## src/rtl/seg_pipe_adder_pkg.sv

```systemverilog
`default_nettype none
// +--------------------------------------------------------------------------+
// | seg_pipe_adder_pkg : default geometry and stage-count helper              |
// | rev 1.0                                                                   |
// +--------------------------------------------------------------------------+
package seg_pipe_adder_pkg;

  localparam int DEF_WIDTH = 16;
  localparam int DEF_SEG_W = 4;

  function automatic int stage_count(input int width, input int seg_w);
    return width / seg_w;
  endfunction

endpackage
`default_nettype wire

```

## src/rtl/seg_pipe_adder_seg_adder.sv

```systemverilog
`default_nettype none
// +--------------------------------------------------------------------------+
// | full_adder / seg_adder : combinational SEG_W-bit ripple adder of FA cells |
// | rev 1.0                                                                   |
// +--------------------------------------------------------------------------+
module full_adder (
  input  logic a,
  input  logic b,
  input  logic ci,
  output logic s,
  output logic co
);
  assign s  = a ^ b ^ ci;
  assign co = (a & b) | (ci & (a ^ b));
endmodule

module seg_adder
  import seg_pipe_adder_pkg::*;
#(
  parameter int SEG_W = DEF_SEG_W
) (
  input  logic [SEG_W-1:0] a,
  input  logic [SEG_W-1:0] b,
  input  logic             ci,
  output logic [SEG_W-1:0] s,
  output logic             co
);

  // Per-bit scalar carries keep the chain free of self-referencing vectors.
  for (genvar i = 0; i < SEG_W; i++) begin : g_bit
    logic c_in;
    logic c_out;
    if (i == 0) begin : g_lsb
      assign c_in = ci;
    end else begin : g_chain
      assign c_in = g_bit[i-1].c_out;
    end
    full_adder u_fa (
      .a  (a[i]),
      .b  (b[i]),
      .ci (c_in),
      .s  (s[i]),
      .co (c_out)
    );
  end

  assign co = g_bit[SEG_W-1].c_out;

endmodule
`default_nettype wire

```

## src/rtl/seg_pipe_adder.sv

```systemverilog
`default_nettype none
// +--------------------------------------------------------------------------+
// | seg_pipe_adder : WIDTH-bit adder, one SEG_W segment per pipeline stage    |
// | Optional subtract/overflow via SEG_PIPE_ADDER_SUB_EN.  rev 1.0            |
// +--------------------------------------------------------------------------+
module seg_pipe_adder
  import seg_pipe_adder_pkg::*;
#(
  parameter int WIDTH = DEF_WIDTH,
  parameter int SEG_W = DEF_SEG_W
) (
  input  logic             clk,
  input  logic             rst_n,
  input  logic             in_valid,
  output logic             in_ready,
  input  logic [WIDTH-1:0] a,
  input  logic [WIDTH-1:0] b,
  input  logic             cin,
`ifdef SEG_PIPE_ADDER_SUB_EN
  input  logic             sub,
`endif
  output logic             out_valid,
  input  logic             out_ready,
  output logic [WIDTH-1:0] s,
`ifdef SEG_PIPE_ADDER_SUB_EN
  output logic             ovf,
`endif
  output logic             cout
);

  localparam int STAGES = stage_count(WIDTH, SEG_W);

  logic             advance;
  logic [WIDTH-1:0] b_eff;
  logic             cin_eff;

  assign advance  = !out_valid || out_ready;
  assign in_ready = advance;

`ifdef SEG_PIPE_ADDER_SUB_EN
  assign b_eff   = sub ? ~b : b;
  assign cin_eff = sub | cin;
`else
  assign b_eff   = b;
  assign cin_eff = cin;
`endif

  // Stage k holds the low (k+1) sum segments plus the operand bits not yet summed.
  for (genvar k = 0; k < STAGES; k++) begin : g_stage
    localparam int SUM_W = (k + 1) * SEG_W;
    localparam int REM_W = WIDTH - SUM_W;

    logic [SEG_W-1:0] a_seg;
    logic [SEG_W-1:0] b_seg;
    logic [SEG_W-1:0] seg_s;
    logic             c_in;
    logic             v_in;
    logic             seg_co;
    logic [SUM_W-1:0] sum_nx;
    logic [SUM_W-1:0] sum_d;
    logic [SUM_W-1:0] sum_q;
    logic             carry_d;
    logic             carry_q;
    logic             valid_d;
    logic             valid_q;

    if (k == 0) begin : g_head
      assign a_seg  = a[SEG_W-1:0];
      assign b_seg  = b_eff[SEG_W-1:0];
      assign c_in   = cin_eff;
      assign v_in   = in_valid;
      assign sum_nx = seg_s;
    end else begin : g_body
      assign a_seg  = g_stage[k-1].g_rem.a_rem_q[SEG_W-1:0];
      assign b_seg  = g_stage[k-1].g_rem.b_rem_q[SEG_W-1:0];
      assign c_in   = g_stage[k-1].carry_q;
      assign v_in   = g_stage[k-1].valid_q;
      assign sum_nx = {seg_s, g_stage[k-1].sum_q};
    end

    seg_adder #(
      .SEG_W (SEG_W)
    ) u_seg (
      .a  (a_seg),
      .b  (b_seg),
      .ci (c_in),
      .s  (seg_s),
      .co (seg_co)
    );

    always_comb begin
      sum_d   = sum_q;
      carry_d = carry_q;
      valid_d = valid_q;
      if (advance) begin
        sum_d   = sum_nx;
        carry_d = seg_co;
        valid_d = v_in;
      end
    end

    always_ff @(posedge clk) begin
      if (!rst_n) begin
        sum_q   <= '0;
        carry_q <= 1'b0;
        valid_q <= 1'b0;
      end else begin
        sum_q   <= sum_d;
        carry_q <= carry_d;
        valid_q <= valid_d;
      end
    end

    if (REM_W > 0) begin : g_rem
      logic [REM_W-1:0] a_rem_nx;
      logic [REM_W-1:0] b_rem_nx;
      logic [REM_W-1:0] a_rem_d;
      logic [REM_W-1:0] b_rem_d;
      logic [REM_W-1:0] a_rem_q;
      logic [REM_W-1:0] b_rem_q;

      if (k == 0) begin : g_src_in
        assign a_rem_nx = a[WIDTH-1:SEG_W];
        assign b_rem_nx = b_eff[WIDTH-1:SEG_W];
      end else begin : g_src_pipe
        assign a_rem_nx = g_stage[k-1].g_rem.a_rem_q[REM_W+SEG_W-1:SEG_W];
        assign b_rem_nx = g_stage[k-1].g_rem.b_rem_q[REM_W+SEG_W-1:SEG_W];
      end

      always_comb begin
        a_rem_d = a_rem_q;
        b_rem_d = b_rem_q;
        if (advance) begin
          a_rem_d = a_rem_nx;
          b_rem_d = b_rem_nx;
        end
      end

      always_ff @(posedge clk) begin
        if (!rst_n) begin
          a_rem_q <= '0;
          b_rem_q <= '0;
        end else begin
          a_rem_q <= a_rem_d;
          b_rem_q <= b_rem_d;
        end
      end
    end
  end

  assign out_valid = g_stage[STAGES-1].valid_q;
  assign s         = g_stage[STAGES-1].sum_q;
  assign cout      = g_stage[STAGES-1].carry_q;

`ifdef SEG_PIPE_ADDER_SUB_EN
  logic ovf_nx;
  logic ovf_d;
  logic ovf_q;

  // The top segment carries both operand sign bits, so overflow is decided there.
  assign ovf_nx = (g_stage[STAGES-1].a_seg[SEG_W-1] == g_stage[STAGES-1].b_seg[SEG_W-1]) &&
                  (g_stage[STAGES-1].seg_s[SEG_W-1] != g_stage[STAGES-1].a_seg[SEG_W-1]);

  always_comb begin
    ovf_d = ovf_q;
    if (advance) begin
      ovf_d = ovf_nx;
    end
  end

  always_ff @(posedge clk) begin
    if (!rst_n) begin
      ovf_q <= 1'b0;
    end else begin
      ovf_q <= ovf_d;
    end
  end

  assign ovf = ovf_q;
`endif

endmodule
`default_nettype wire

```

## config.mk

```make
export PLATFORM = sky130hd
export DESIGN_NAME = seg_pipe_adder
export DESIGN_NICKNAME = d
export VERILOG_FILES = /design/src/rtl/seg_pipe_adder_pkg.sv /design/src/rtl/seg_pipe_adder_seg_adder.sv /design/src/rtl/seg_pipe_adder.sv
export SDC_FILE = /design/constraint.sdc
export NUM_CORES = 1
export LEC_CHECK = 0
export ABC_AREA = 1
export CELL_PAD_IN_SITES_DETAIL_PLACEMENT = 1
export CELL_PAD_IN_SITES_GLOBAL_PLACEMENT = 2
export CORE_MARGIN = 5
export CORE_UTILIZATION = 32
export CTS_BUF_LIST = sky130_fd_sc_hd__clkbuf_8
export DETAILED_ROUTE_END_ITERATION = 6
export GPL_TIMING_DRIVEN = 0
export PLACE_DENSITY_LB_ADDON = 0.15
export RECOVER_POWER = 50
export SLEW_MARGIN = 25
export SYNTH_ARGS = -nofsm -noshare
export SYNTH_HDL_FRONTEND = slang
export SYNTH_HIERARCHICAL = 1
export SYNTH_SLANG_ARGS = --single-unit
```

## constraint.sdc

```tcl
create_clock -name clk -period 3.05 [get_ports clk]
set_clock_uncertainty 0.2 [all_clocks]
set_input_delay 0.305 -clock clk [delete_from_list [all_inputs] [get_ports clk]]
set_output_delay 0.305 -clock clk [all_outputs]
set_load 0.02 [all_outputs]
```

==> results.cfg, run 1 <==
[cts]
cts.repair.resized = 0
ctsHoldBuffers = 0
htree_levels = 3
cts_setup_buffers = 0
clock_sinks = 96
cts_tree = yes
numCtsBuffers = 9
clk_latency_ns = 0.38
clockBufferDepth = 2
clk_pin_slew_worst_paths_ns = 0.09
clock-root-buffer = clkbuf_8

[logic_synthesis]
synth_seq_cells = 96
async_flop_share_pct = 0
yosys.area.top_type_share_pct = 43.8
yosys-top-cells-count = nor2_1, dfxtp_1, nand2_1
synthMostInstantiatedCell = nor2_1
ys_seq_area_share_pct = 43.8
synth_top_area_cell = dfxtp_1
synthCells = 634
ys_top_cells_by_area = dfxtp_1, nor2_1, nand3_1
synth_warnings = 6
syn_nets = 687
yosysUniqueCellTypes = 15
synth_area_um2 = 4390
synth.avg_cell_area_um2 = 6.92
synth_edf_count = 0
ys.flop_type = dfxtp_1

[critical_path]
start_kind = input pin
critPathKind = in -> out
crit_buf_inv = 4
crit_top_cell = clkdlybuf4s50_1
path_max_fanout = 10
cp_top_family = buffers and inverters
crit_path_start = out_ready
endpoint_kind = output port
crit_arrival_ns = 2.19
required_ns = 2.54
slowest_stage = clkdlybuf4s50_1
cpPeakStageDelay_ns = 0.59
path_cells = clkdlybuf4s50_1 -> inv_2 -> clkbuf_1 -> nand2_1 -> clkdlybuf4s50_1
timing.rr.start = g_stage[0].g_rem.a_rem_q[0]$_SDFFE_PN0P_

[sta]
final-setup-viol-count = 0
worst_pin_slew_ns = 0.540
slew_headroom_pct = 64.0
period_minus_slack_ns = 2.69
finalHoldViolations = 0
maxClockFrequency_mhz = 371
rsz0062_at_grt = false
drv_slew = 0
holdWs_ns = 0.269
period_share_pct = 88.3
setup_tns_ns = 0
setup_ws_ns = 0.357

[layout]
fin_cells = 880
fin_area_um2 = 5340
fill_cells = 1730
finalNetCount = 752
multi_input_area_um2 = 1890
regArea_um2 = 1920
area_delta_synth_final_pct = 21.7
drive_gt1_share_pct = 5.54
antennaDiodeCount = 0

[status]
outcome = finished clean

[route]
met1_length_mm = 5.48
drc_errors = 0
wire_per_inst_um = 13.1
highest_layer = met4
wl_met3_um = 369
postRouteAntennaNets = 0
dr.pass1.iters = 4
drtIter0Drc = 119
wl_mm = 11.5
viasPerCell = 4.31
num_vias = 3793
wl_met2_mm = 5.52

[floorplan]
ios = 56
core_um2 = 13300
fp-row-count = 42
dieArea_um2 = 16200
chipWidth_um = 127
initial_core_util_pct = 32.9
die_y_um = 127

[placement]
dp_cells = 864
placed_area_um2 = 5150
numPortBuffers = 54
dp_hpwl_mm = 8.65
dpl_worst_slack_ns = 0.132
gp_congestion = 0.752

[worst_hold_path]
min_path_type = in -> reg
min_from = rst_n

[pwr]
leakagePower_nw = 2.26
ir_drop_mv = 0.210
power.density_nw_per_um2 = 494

[grt]
grt_pass1_wl_mm = 19.3
grt_max_degree = 15
grt.overflow.total = 0
antenna_found_initial = 0
grt_usage_pct = 15.1
grt_pass1_vias = 3916

[flow_run]
drv_cap = 0
-- power by group --
part	internal, mW	switching, mW
sequential	1.34	0.0577
combinational	0.176	0.212
clock	0.406	0.443
total	1.92	0.713
-- sequential cells by signal (all words and copies together), names as in the netlist --
signal                 count
s                         16
g_stage.sum_q             24
cout                       1
g_stage.valid_q            3
out_valid                  1
g_stage.carry_q            3
g_stage.g_rem.a_rem_q     24
g_stage.g_rem.b_rem_q     24
-- cell type report --
cell class | count | share of cell area, %
flip-flops and latches | 96 | 36.0
multi-input cells | 399 | 35.4
repair buffers | 54 | 10.1
inverters | 97 | 6.82
well taps | 176 | 4.12
plain buffers | 42 | 3.75
clock buffers | 14 | 3.61
clock inverters | 2 | 0.211
-- path summary, 6_finish.rpt --
| kind | cells after the start | to | slack (ns) |
|---|---|---|---|
| setup / recovery | 5 | in_ready | 0.36 |
| hold / removal | 4 | s[15]$_SDFFE_PN0P_ | 0.27 |
| setup reg to reg | 6 | g_stage[1].sum_q[7]$_SDFFE_PN0P_ | 0.49 |
| hold reg to reg | 2 | g_stage[2].sum_q[7]$_SDFFE_PN0P_ | 0.29 |
-- per-stage QoR --
| step | utilization, % | total power [mW] |
|---|---|---|
| after floorplan | - | 1.66 |
| after global placement | 38.6 | 1.82 |
| after detailed placement | 38.6 | 1.83 |
| after CTS | 40.1 | 2.70 |
| after global routing | 40.0 | 2.80 |
| final | 40.0 | 2.64 |
-- routing by layer --
metal / vias to the layer above / GRT usage [%]
met3: 12 / 2.80
met2: 55 / 25.2
li1: 2001 / -
met1: 1725 / 19.4
met5: - / 0
met4: 0 / 5.68
-- cell families (layout without fill, tap and decap cells) --
group / count (synthesis) / after routing / share of synthesized area, %
adder cells (fa/ha/maj): 16 / 16 / 7.30
flip-flops: 96 / 96 / 43.8
AO/OA/AOI/OAI: 1 / 1 / 0.171
buffers and inverters: 139 / 209 / 13.2
AND/OR/NAND/NOR: 382 / 382 / 35.6
-- worst register-to-register path, delay by kind of cell, from the launching register on --
| kind | cells | cell delay, ns |
|---|---|---|
| and+or+nand+nor | 2 | 0.22 |
| DFF | 1 | 0.34 |
| adders and majority gates | 4 | 1.70 |
-- layout by cell type, fill, tap and decap left out, drive strengths merged --
| cell | instances |
|---|---|
| a21boi | 1 |
| buf | 24 |
| clkbuf | 32 |
| clkdlybuf4s50 | 54 |
| clkinvlp | 1 |
| dfxtp | 96 |
| fa | 16 |
| inv | 98 |
| nand2 | 96 |
| nand3 | 95 |
| nor2 | 191 |
No activity file was read; power rests on OpenSTA's default activity.
==> run 2, diff against run 1 <==
GPL_TIMING_DRIVEN = unset   (was 0)
TNS_END_PERCENT = 20   (was unset)
==> results.cfg, run 2 (synthesized netlist as in run 1, its figures left out) <==
[route]
postRouteAntennaNets = 0
drtIter0Drc = 190
dr.pass1.iters = 4
viasPerCell = 4.41
wl_mm = 10.9
num_vias = 3735
wire_per_inst_um = 12.9
drc_errors = 0

[cts]
numCtsBuffers = 9
cts.repair.resized = 0
htree_levels = 3
ctsHoldBuffers = 0
clock_sinks = 96
clk_pin_slew_worst_paths_ns = 0.09
clk_latency_ns = 0.37
cts_setup_buffers = 0
clock-root-buffer = clkbuf_8
cts_tree = yes
clockBufferDepth = 2

[critical_path]
cp_top_family = flip-flops
cpPeakStageDelay_ns = 0.89
critPathKind = reg -> out
crit_buf_inv = 1
path_cells = nand2_1 -> clkdlybuf4s50_1
crit_arrival_ns = 2.06
slowest_stage = dfxtp_1
path_max_fanout = 21
endpoint_kind = output port
required_ns = 2.54
start_kind = flop

[floorplan]
dieArea_um2 = 16200
ios = 56
fp-row-count = 42
chipWidth_um = 127
core_um2 = 13300
die_y_um = 127
initial_core_util_pct = 32.9

[grt]
grt_pass1_vias = 3804
grt.overflow.total = 0
grt_pass1_wl_mm = 18.7
antenna_found_initial = 0
grt_max_degree = 97
grt_usage_pct = 14.2

[layout]
fill_cells = 1729
postLayoutCoreUtil_pct = 39.3
fin_cells = 846
antennaDiodeCount = 0
regArea_um2 = 1920
finalNetCount = 719
area_delta_synth_final_pct = 19.5
final_common_cell = nor2_1
multi_input_area_um2 = 1880
largestRegisters = g_stage.g_rem.a_rem_q: 24 flops, g_stage.g_rem.b_rem_q: 24 flops, g_stage.sum_q: 24 flops
drive_gt1_share_pct = 3.73
layout_common_cells = nor2_1, nand2_1, inv_1, dfxtp_1, nand3_1

[sta]
final-setup-viol-count = 0
rsz0062_at_grt = false
maxClockFrequency_mhz = 390
slew_headroom_pct = 42.8
finalHoldViolations = 0
setup_tns_ns = 0
period_minus_slack_ns = 2.56
worst_pin_slew_ns = 0.857
drv_slew = 0
period_share_pct = 84.0

[placement]
dp_cells = 831
gp_congestion = 0.714
numPortBuffers = 55
dp_hpwl_mm = 6.88

[pwr]
p_total_mw = 2.61
ir_drop_mv = 0.197
power.density_nw_per_um2 = 498
leakagePower_nw = 2.19

[worst_hold_path]
min_path_type = in -> reg

[flow_run]
drv_cap = 0

[status]
outcome = finished clean
run 2: cell types whose count changed in the layout (fill, tap and decap cells not counted), moves of 3 or more:
cell / before / now
clkbuf_8: 14 / 10
buf_1: 3 / 0
buf_2: 16 / 1
clkbuf_1: 18 / 0
clkinv_2: 0 / 3
buf_12: 0 / 5
run 2: power breakdown:
part	switching (mW)	total [mW]	internal [mW]	leakage (nW)
sequential	0.0555	1.40	1.34	0.790
clock	0.447	0.837	0.391	0.103
combinational	0.204	0.377	0.173	1.29
total	0.706	2.61	1.90	2.19
run 2: final cells by class:
class / instances / area share, %
Clock inverter: 5 / 0.931
Timing Repair Buffer: 63 / 12.7
Tap cell: 176 / 4.20
Multi-Input combinational cell: 399 / 35.9
Clock buffer: 10 / 2.62
Sequential cell: 96 / 36.6
Inverter: 97 / 6.94
run 2: path summary, 6_finish.rpt:
| check | start | to | slack, ns | cells past startpoint |
|---|---|---|---|---|
| max reg2reg | out_valid$_SDFFE_PN0P_ | g_stage[1].g_rem.b_rem_q[3]$_SDFFE_PN0P_ | 0.53 | 5 |
| min | rst_n | g_stage[2].sum_q[0]$_SDFFE_PN0P_ | 0.26 | 4 |
| min reg2reg | g_stage[2].sum_q[7]$_SDFFE_PN0P_ | s[7]$_SDFFE_PN0P_ | 0.29 | 2 |
| max | out_valid$_SDFFE_PN0P_ | in_ready | 0.49 | 2 |
run 2: tightest hold or removal path: cells and delay by family:
family | cells | cell delay (ns)
buf+inv | 2 | 0.33
simple gates | 2 | 0.14
run 2: layer usage:
metal,part of all wire (%),GRT usage (%),vias to the layer above
met5,0,0,-
met4,1.6,5.30,0
met1,50,19.5,1739
li1,-,-,1938
met3,2.9,2.50,13
met2,46,22.2,45
run 2: through the flow:
stage	hold slack, ns	cell area [µm²]	setup slack [ns]
after floorplan	0.240	4390	0.681
after global placement	0.254	5070	0.185
after detailed placement	0.263	5070	0.177
after CTS	0.265	5250	0.565
after global routing	0.274	5240	0.298
final	0.260	5240	0.487
